$ cat src/rtl/mult_arbiter_if.sv
`default_nettype none
// ============================================================================
//  Module   : mult_arbiter_if
//  Brief    : Requester, multiplier and response signals of mult_arbiter
//  Revision : 1.0
// ============================================================================
interface mult_arbiter_if #(
    parameter int WIDTH = 32
);
    logic [1:0]            iReqVld;
    logic [1:0]            oReqRdy;
    logic [1:0][WIDTH-1:0] iReqS1;
    logic [1:0][WIDTH-1:0] iReqS2;
    logic [1:0]            iReqS1Sign;
    logic [1:0]            iReqS2Sign;
    logic [1:0]            iReqHigh;
    logic [WIDTH-1:0]      oMulS1;
    logic [WIDTH-1:0]      oMulS2;
    logic                  oMulS1Sign;
    logic                  oMulS2Sign;
    logic [1:0]            oMulOpEn;
    logic                  oMulVld;
    logic [WIDTH-1:0]      iMulResult;
    logic [1:0]            oRspVld;
    logic [1:0]            iRspRdy;
    logic [1:0][WIDTH-1:0] oRspData;
    logic                  oBusy;

    modport slave (
        input  iReqVld, iReqS1, iReqS2, iReqS1Sign, iReqS2Sign, iReqHigh,
        input  iMulResult, iRspRdy,
        output oReqRdy, oMulS1, oMulS2, oMulS1Sign, oMulS2Sign, oMulOpEn,
        output oMulVld, oRspVld, oRspData, oBusy
    );

    modport master (
        output iReqVld, iReqS1, iReqS2, iReqS1Sign, iReqS2Sign, iReqHigh,
        output iMulResult, iRspRdy,
        input  oReqRdy, oMulS1, oMulS2, oMulS1Sign, oMulS2Sign, oMulOpEn,
        input  oMulVld, oRspVld, oRspData, oBusy
    );
endinterface
`default_nettype wire

$ cat src/rtl/mult_arbiter.sv
`default_nettype none
// ============================================================================
//  Module   : mult_arbiter
//  Brief    : Round-robin, credit-limited sharing of one pipelined multiplier
//             between two requesters with per-requester in-order result FIFOs
//  Revision : 1.0
// ============================================================================
module mult_arbiter #(
    parameter int WIDTH = 32,
    parameter int LAT   = 3
) (
    input  logic          clk,
    input  logic          rst,
    mult_arbiter_if.slave bus
);
    logic                       ptr_q, ptr_d;
    logic [1:0][1:0]            cnt_q, cnt_d;
    logic [LAT-1:0]             tag_vld_q;
    logic [LAT-1:0]             tag_id_q;
    logic [1:0][1:0][WIDTH-1:0] fifo_mem_q;
    logic [1:0]                 fifo_wp_q;
    logic [1:0]                 fifo_rp_q;
    logic [1:0][1:0]            fifo_cnt_q;

    logic [1:0] w_elig, w_grant, w_push, w_pop, w_nonempty, w_rsp_vld;
    logic       w_gid, w_mul_vld;

    // Credit counts cover both in-flight and buffered results, so a grant can
    // never overflow the 2-entry FIFO even without backpressure on the pipe.
    always_comb begin
        w_elig  = 2'b00;
        w_grant = 2'b00;
        w_gid   = 1'b0;
        for (int r = 0; r < 2; r++) begin
            w_elig[r] = bus.iReqVld[r] && (cnt_q[r] != 2'd2) && !rst;
        end
        if (w_elig[ptr_q]) begin
            w_grant[ptr_q] = 1'b1;
            w_gid          = ptr_q;
        end else if (w_elig[~ptr_q]) begin
            w_grant[~ptr_q] = 1'b1;
            w_gid           = ~ptr_q;
        end
    end

    assign w_mul_vld      = |w_grant;
    assign ptr_d          = w_mul_vld ? ~w_gid : ptr_q;
    assign bus.oReqRdy    = w_grant;
    assign bus.oMulVld    = w_mul_vld;
    assign bus.oMulS1     = w_mul_vld ? bus.iReqS1[w_gid] : '0;
    assign bus.oMulS2     = w_mul_vld ? bus.iReqS2[w_gid] : '0;
    assign bus.oMulS1Sign = w_mul_vld && bus.iReqS1Sign[w_gid];
    assign bus.oMulS2Sign = w_mul_vld && bus.iReqS2Sign[w_gid];
    assign bus.oMulOpEn   = !w_mul_vld ? 2'b00 : (bus.iReqHigh[w_gid] ? 2'b01 : 2'b10);

    always_comb begin
        w_push     = 2'b00;
        w_pop      = 2'b00;
        w_nonempty = 2'b00;
        w_rsp_vld  = 2'b00;
        cnt_d      = cnt_q;
        for (int r = 0; r < 2; r++) begin
            w_nonempty[r] = (fifo_cnt_q[r] != 2'd0);
            w_rsp_vld[r]  = w_nonempty[r] && !rst;
            w_pop[r]      = w_rsp_vld[r] && bus.iRspRdy[r];
            w_push[r]     = tag_vld_q[LAT-1] && (tag_id_q[LAT-1] == 1'(r));
            case ({w_grant[r], w_pop[r]})
                2'b10:   cnt_d[r] = cnt_q[r] + 2'd1;
                2'b01:   cnt_d[r] = cnt_q[r] - 2'd1;
                default: cnt_d[r] = cnt_q[r];
            endcase
        end
    end

    assign bus.oRspVld = w_rsp_vld;
    assign bus.oBusy   = !rst && ((|tag_vld_q) || (|w_nonempty));

    for (genvar gr = 0; gr < 2; gr++) begin : g_rsp
        assign bus.oRspData[gr] = w_nonempty[gr] ? fifo_mem_q[gr][fifo_rp_q[gr]] : '0;
    end

    always_ff @(posedge clk) begin
        if (rst) begin
            ptr_q      <= 1'b0;
            cnt_q      <= '0;
            tag_vld_q  <= '0;
            tag_id_q   <= '0;
            fifo_wp_q  <= '0;
            fifo_rp_q  <= '0;
            fifo_cnt_q <= '0;
        end else begin
            ptr_q        <= ptr_d;
            cnt_q        <= cnt_d;
            tag_vld_q[0] <= w_mul_vld;
            tag_id_q[0]  <= w_gid;
            for (int i = 1; i < LAT; i++) begin
                tag_vld_q[i] <= tag_vld_q[i-1];
                tag_id_q[i]  <= tag_id_q[i-1];
            end
            for (int r = 0; r < 2; r++) begin
                if (w_push[r]) fifo_wp_q[r] <= ~fifo_wp_q[r];
                if (w_pop[r])  fifo_rp_q[r] <= ~fifo_rp_q[r];
                case ({w_push[r], w_pop[r]})
                    2'b10:   fifo_cnt_q[r] <= fifo_cnt_q[r] + 2'd1;
                    2'b01:   fifo_cnt_q[r] <= fifo_cnt_q[r] - 2'd1;
                    default: fifo_cnt_q[r] <= fifo_cnt_q[r];
                endcase
            end
        end
    end

    // Storage needs no reset: occupancy is governed by fifo_cnt_q alone.
    always_ff @(posedge clk) begin
        for (int r = 0; r < 2; r++) begin
            if (w_push[r] && !rst) fifo_mem_q[r][fifo_wp_q[r]] <= bus.iMulResult;
        end
    end
endmodule
`default_nettype wire

$ cat src/flat_wrapper.sv
// flat-port wrapper written by rule: the top's interface ports become plain ports
module mult_arbiter_flat 
#(
    parameter int WIDTH = 32,
    parameter int LAT   = 3
)
  (clk, rst, bus_iReqVld, bus_iReqS1, bus_iReqS2, bus_iReqS1Sign, bus_iReqS2Sign, bus_iReqHigh, bus_iMulResult, bus_iRspRdy, bus_oReqRdy, bus_oMulS1, bus_oMulS2, bus_oMulS1Sign, bus_oMulS2Sign, bus_oMulOpEn, bus_oMulVld, bus_oRspVld, bus_oRspData, bus_oBusy);
  mult_arbiter_if #(.WIDTH(WIDTH)) bus_i ();
  input  logic clk;
  input  logic rst;
  input wire logic [$bits(bus_i.iReqVld)-1:0] bus_iReqVld;
  input wire logic [$bits(bus_i.iReqS1)-1:0] bus_iReqS1;
  input wire logic [$bits(bus_i.iReqS2)-1:0] bus_iReqS2;
  input wire logic [$bits(bus_i.iReqS1Sign)-1:0] bus_iReqS1Sign;
  input wire logic [$bits(bus_i.iReqS2Sign)-1:0] bus_iReqS2Sign;
  input wire logic [$bits(bus_i.iReqHigh)-1:0] bus_iReqHigh;
  input wire logic [$bits(bus_i.iMulResult)-1:0] bus_iMulResult;
  input wire logic [$bits(bus_i.iRspRdy)-1:0] bus_iRspRdy;
  output wire logic [$bits(bus_i.oReqRdy)-1:0] bus_oReqRdy;
  output wire logic [$bits(bus_i.oMulS1)-1:0] bus_oMulS1;
  output wire logic [$bits(bus_i.oMulS2)-1:0] bus_oMulS2;
  output wire logic [$bits(bus_i.oMulS1Sign)-1:0] bus_oMulS1Sign;
  output wire logic [$bits(bus_i.oMulS2Sign)-1:0] bus_oMulS2Sign;
  output wire logic [$bits(bus_i.oMulOpEn)-1:0] bus_oMulOpEn;
  output wire logic [$bits(bus_i.oMulVld)-1:0] bus_oMulVld;
  output wire logic [$bits(bus_i.oRspVld)-1:0] bus_oRspVld;
  output wire logic [$bits(bus_i.oRspData)-1:0] bus_oRspData;
  output wire logic [$bits(bus_i.oBusy)-1:0] bus_oBusy;
  assign bus_i.iReqVld = bus_iReqVld;
  assign bus_i.iReqS1 = bus_iReqS1;
  assign bus_i.iReqS2 = bus_iReqS2;
  assign bus_i.iReqS1Sign = bus_iReqS1Sign;
  assign bus_i.iReqS2Sign = bus_iReqS2Sign;
  assign bus_i.iReqHigh = bus_iReqHigh;
  assign bus_i.iMulResult = bus_iMulResult;
  assign bus_i.iRspRdy = bus_iRspRdy;
  assign bus_oReqRdy = bus_i.oReqRdy;
  assign bus_oMulS1 = bus_i.oMulS1;
  assign bus_oMulS2 = bus_i.oMulS2;
  assign bus_oMulS1Sign = bus_i.oMulS1Sign;
  assign bus_oMulS2Sign = bus_i.oMulS2Sign;
  assign bus_oMulOpEn = bus_i.oMulOpEn;
  assign bus_oMulVld = bus_i.oMulVld;
  assign bus_oRspVld = bus_i.oRspVld;
  assign bus_oRspData = bus_i.oRspData;
  assign bus_oBusy = bus_i.oBusy;
  mult_arbiter #(.WIDTH(WIDTH), .LAT(LAT)) u_core (.clk(clk), .rst(rst), .bus(bus_i));
endmodule
$ cat config.mk
export PLATFORM = sky130hd
export DESIGN_NAME = mult_arbiter_flat
export DESIGN_NICKNAME = d
export VERILOG_FILES = /design/src/rtl/mult_arbiter_if.sv /design/src/rtl/mult_arbiter.sv /design/src/flat_wrapper.sv
export SDC_FILE = /design/constraint.sdc
export NUM_CORES = 1
export LEC_CHECK = 0
export ABC_CLOCK_PERIOD_IN_PS = 5600
export CORE_ASPECT_RATIO = 2
export CORE_MARGIN = 8
export CORE_UTILIZATION = 41
export DETAILED_ROUTE_END_ITERATION = 10
export PLACE_DENSITY = 0.87
export SLEW_MARGIN = 20
export SYNTH_ARGS = -nofsm -noshare
export SYNTH_HDL_FRONTEND = slang
export SYNTH_SLANG_ARGS = --single-unit
$ cat constraint.sdc
create_clock -name clk -period 5.6 [get_ports clk]
set_clock_uncertainty 0.15 [all_clocks]
set_input_delay 1.68 -clock clk [delete_from_list [all_inputs] [get_ports clk]]
set_output_delay 1.68 -clock clk [all_outputs]
set_load 0.01 [all_outputs]
==> out/results.txt <==
Top cells by area, synth - edfxtp_1, mux2i_1, a22o_1, dfxtp_1, nor2_1
Worst setup margin - 0.0843 ns
Crit. Startpoint - bus_iReqVld[1]
Die width - 104 um
Area share of the largest cell type after synthesis - 60.4%
Average cell area after synthesis - 14.2 um^2
Die area - 0.0200 mm^2
Synth Flop Type - edfxtp_1
Vias in the first global route - 5842
End of the worst register-to-register path - u_core.cnt_q[3]
Final hold violation count - 0
CTS tree - done
Adder-cell share of the synthesized area - 0.786%
Core Util, Final - 68.7%
WHS Path Cells - 1
Share of cells above drive strength 1 - 10.8%
Setup crit end kind - output pin
Max-cap viol count - 0
Post-synthesis simple-gate area fraction - 7.41%
Largest net degree at the start of global routing - 45
Pwr dens - 280 mW/mm^2
Cell area after synthesis - 0.00636 mm^2
GR Overflow Total - 0
Unique masters post-synth - 32
Rows - 64
Clock Tree Buf Depth - 2
Post-route DRC violation count - 0
Setup violators final - 0
Routed Antenna Nets - 0
Core area - 0.0152 mm^2
Placer Congestion - 0.968
Area delta synth->final - 64.3%
DR vias - 5491
Critical Path Source Type - input pin
RSZ-0062 raised after global routing - no
Antenna violations before repair - 6
Htree depth - 4
Worst Reg-to-Reg Cells - 7
Setup TNS - 0 ns
Largest family of logic cells by synthesized area - compound AO/OA/AOI/OAI gates
GRT Total Usage - 28.8%
Type of the tightest min-delay check - register to register
Initial Util - 41.8%
CTS Root Cell - clkbuf_16
I/O Pins - 310
Top cell type by total area after synthesis - edfxtp_1
Least-Margin Pin Slew - 0.700 ns
Critical Path RT - 3.77 ns
Final Critical Period - 5.52 ns
CTS buffer count - 17
R2r setup slk - 2.90 ns
Max-slew violation count - 0
Via/cell ratio - 5.59
Place WS - -0.220 ns
Seq cells post-synth - 147
Clk Latency, worst-skew pair - 0.43 ns
Status - finished clean
Routed WL - 29100 um
Drt wl/cell - 29.6 um
Clk slew on worst S/H paths - 0.06 ns
Mux share of post-synthesis cell area - 10.1%
First-pass GRT wire length - 40900 um
Slew margin rel. - 53.3%
XOR/XNOR Fraction of Synth Area - 1.65%
Critical-path maximum fanout - 4
Synthesized Nets - 623
Die Span Y - 192 um
Hold-fix buffers, CTS - 0
Nets - 944
Port buffer count - 309
Detailed Route Iter0 Violations - 424
First-pass DRT Iterations - 5
Peak Freq - 0.181 GHz
CP Capture Point - bus_oMulOpEn[1]
Synth Area in Compound Gates - 10.9%
WS Path Type - input pin to output pin
Worst r2r src - u_core.fifo_cnt_q[2]
Synth Instances - 447
Worst EP arrival - 3.69 ns
Final period utilization - 98.5%
Sequential area share after synthesis - 66.4%
Worst IR drop on VDD - 0.369 mV
Detailed Place HPWL - 22400 um
Number of synthesized flops with an enable pin - 128
Clock sinks - 147
Ys async rst share - 0%
Leak - 0.00383 uW
Yosys warns - 0
-- kinds of logic (layout without fill, tap and decap cells) --
| group | after synthesis | after routing |
|---|---|---|
| and+or+nand+nor | 102 | 102 |
| muxes | 64 | 64 |
| xor gates and xnor gates | 12 | 12 |
| AOI/OAI and AO/OA | 83 | 83 |
| adders and majority gates | 4 | 4 |
| other | 0 | 3 |
| DFF | 147 | 147 |
| buffers and inverters | 35 | 369 |
-- Yosys cell counts, drive strengths merged (5+ instances only) --
library cell    n
a22o           67
buf            18
clkbuf         14
dfxtp          19
edfxtp        128
mux2i          64
nor2           78
nor2b           5
nor3            6
o21ai           8
xor2            8
-- where the power goes --
part	switching (uW)	internal, uW
logic	250	303
clock network	437	711
registers	22.6	1210
total	710	2220
-- worst min-delay path by stage --
stage / from / endpoint / slack [ns]
global placement: u_core.tag_id_q[1] / u_core.tag_id_q[2] / 0.30
finish: u_core.tag_id_q[0] / u_core.tag_id_q[1] / 0.30
global route: u_core.tag_id_q[1] / u_core.tag_id_q[2] / 0.32
floorplan: u_core.tag_id_q[0] / u_core.tag_id_q[1] / 0.26
detailed placement: u_core.tag_id_q[1] / u_core.tag_id_q[2] / 0.29
CTS: u_core.tag_id_q[0] / u_core.tag_id_q[1] / 0.30
-- routing by layer --
| layer | wire length (um) | share of wire (%) | up-vias | track usage (%) |
|---|---|---|---|---|
| met5 | 27 | 0.093 | - | 0 |
| met4 | 816 | 2.8 | 4 | 10.8 |
| met3 | 3710 | 13 | 44 | 12.2 |
| met2 | 14100 | 49 | 447 | 48.0 |
| met1 | 10400 | 36 | 2659 | 32.0 |
| li1 | - | - | 2337 | - |
-- placed cells by master (no fill, tap or decap), types with 2 or more instances in the layout --
| master | n |
|---|---|
| buf_4 | 21 |
| a21oi_1 | 4 |
| clkbuf_16 | 17 |
| a22o_1 | 58 |
| edfxtp_1 | 128 |
| nand2_1 | 2 |
| clkdlybuf4s50_1 | 251 |
| xor2_1 | 8 |
| dfxtp_1 | 17 |
| buf_12 | 5 |
| dfxtp_4 | 2 |
| nor3_2 | 2 |
| diode_2 | 3 |
| o21ai_0 | 8 |
| nor2b_1 | 4 |
| mux2i_1 | 64 |
| nor3b_2 | 2 |
| dlymetal6s2s_1 | 6 |
| clkinv_2 | 3 |
| nor2_2 | 3 |
| clkinv_4 | 3 |
| xnor2_1 | 4 |
| bufinv_16 | 3 |
| a22o_4 | 2 |
| inv_1 | 2 |
| bufbuf_16 | 2 |
| ha_1 | 4 |
| clkinvlp_4 | 2 |
| or3_1 | 4 |
| and2_1 | 2 |
| a22o_2 | 7 |
| nor3_1 | 3 |
| nor2_1 | 75 |
| dlygate4sd2_1 | 47 |
-- layout make-up --
type | count | area, um^2
Antenna cell | 3 | 7.51
Tap cell | 198 | 248
Fill cell | 1078 | 4760
Inverter | 3 | 13.8
Clock buffer | 19 | 443
Timing Repair Buffer | 334 | 3340
Sequential cell | 147 | 4230
Multi-Input combinational cell | 265 | 2010
Clock inverter | 13 | 159
-- repair_timing --
action / CTS / global route
cloned: 2 / 0
resized for setup: 59 / 8
buffers inserted: 1 / 2
pin swaps: 1 / 1
endpoints found under the setup margin: 61 / 20
-- stage by stage --
step	total power [uW]	hold WS [ns]	instances	area, um^2
2_1_floorplan	1430	0.264	447	6360
3_3_place_gp	1800	0.296	942	9770
3_5_place_dp	1810	0.290	942	9770
4_1_cts	2940	0.299	977	10400
5_1_grt	3010	0.321	981	10500
6_report	2930	0.297	982	10500
-- worst max-delay path, cell delays in order --
cell and delay (ns):
clkdlybuf4s50_1 0.56, nand2_1 0.17, nor3_4 0.21, buf_4 0.21, inv_1 0.08, o22ai_1 0.15
clkdlybuf4s50_1 0.60
-- state kept, by name, indices dropped and copies added, names as in the netlist --
signal             cells
u_core.ptr_q           1
u_core.tag_id_q        3
u_core.fifo_rp_q       2
u_core.cnt_q           4
u_core.fifo_cnt_q      4
u_core.fifo_mem_q    128
u_core.fifo_wp_q       2
u_core.tag_vld_q       3
Power figures use the tool's default switching activity.
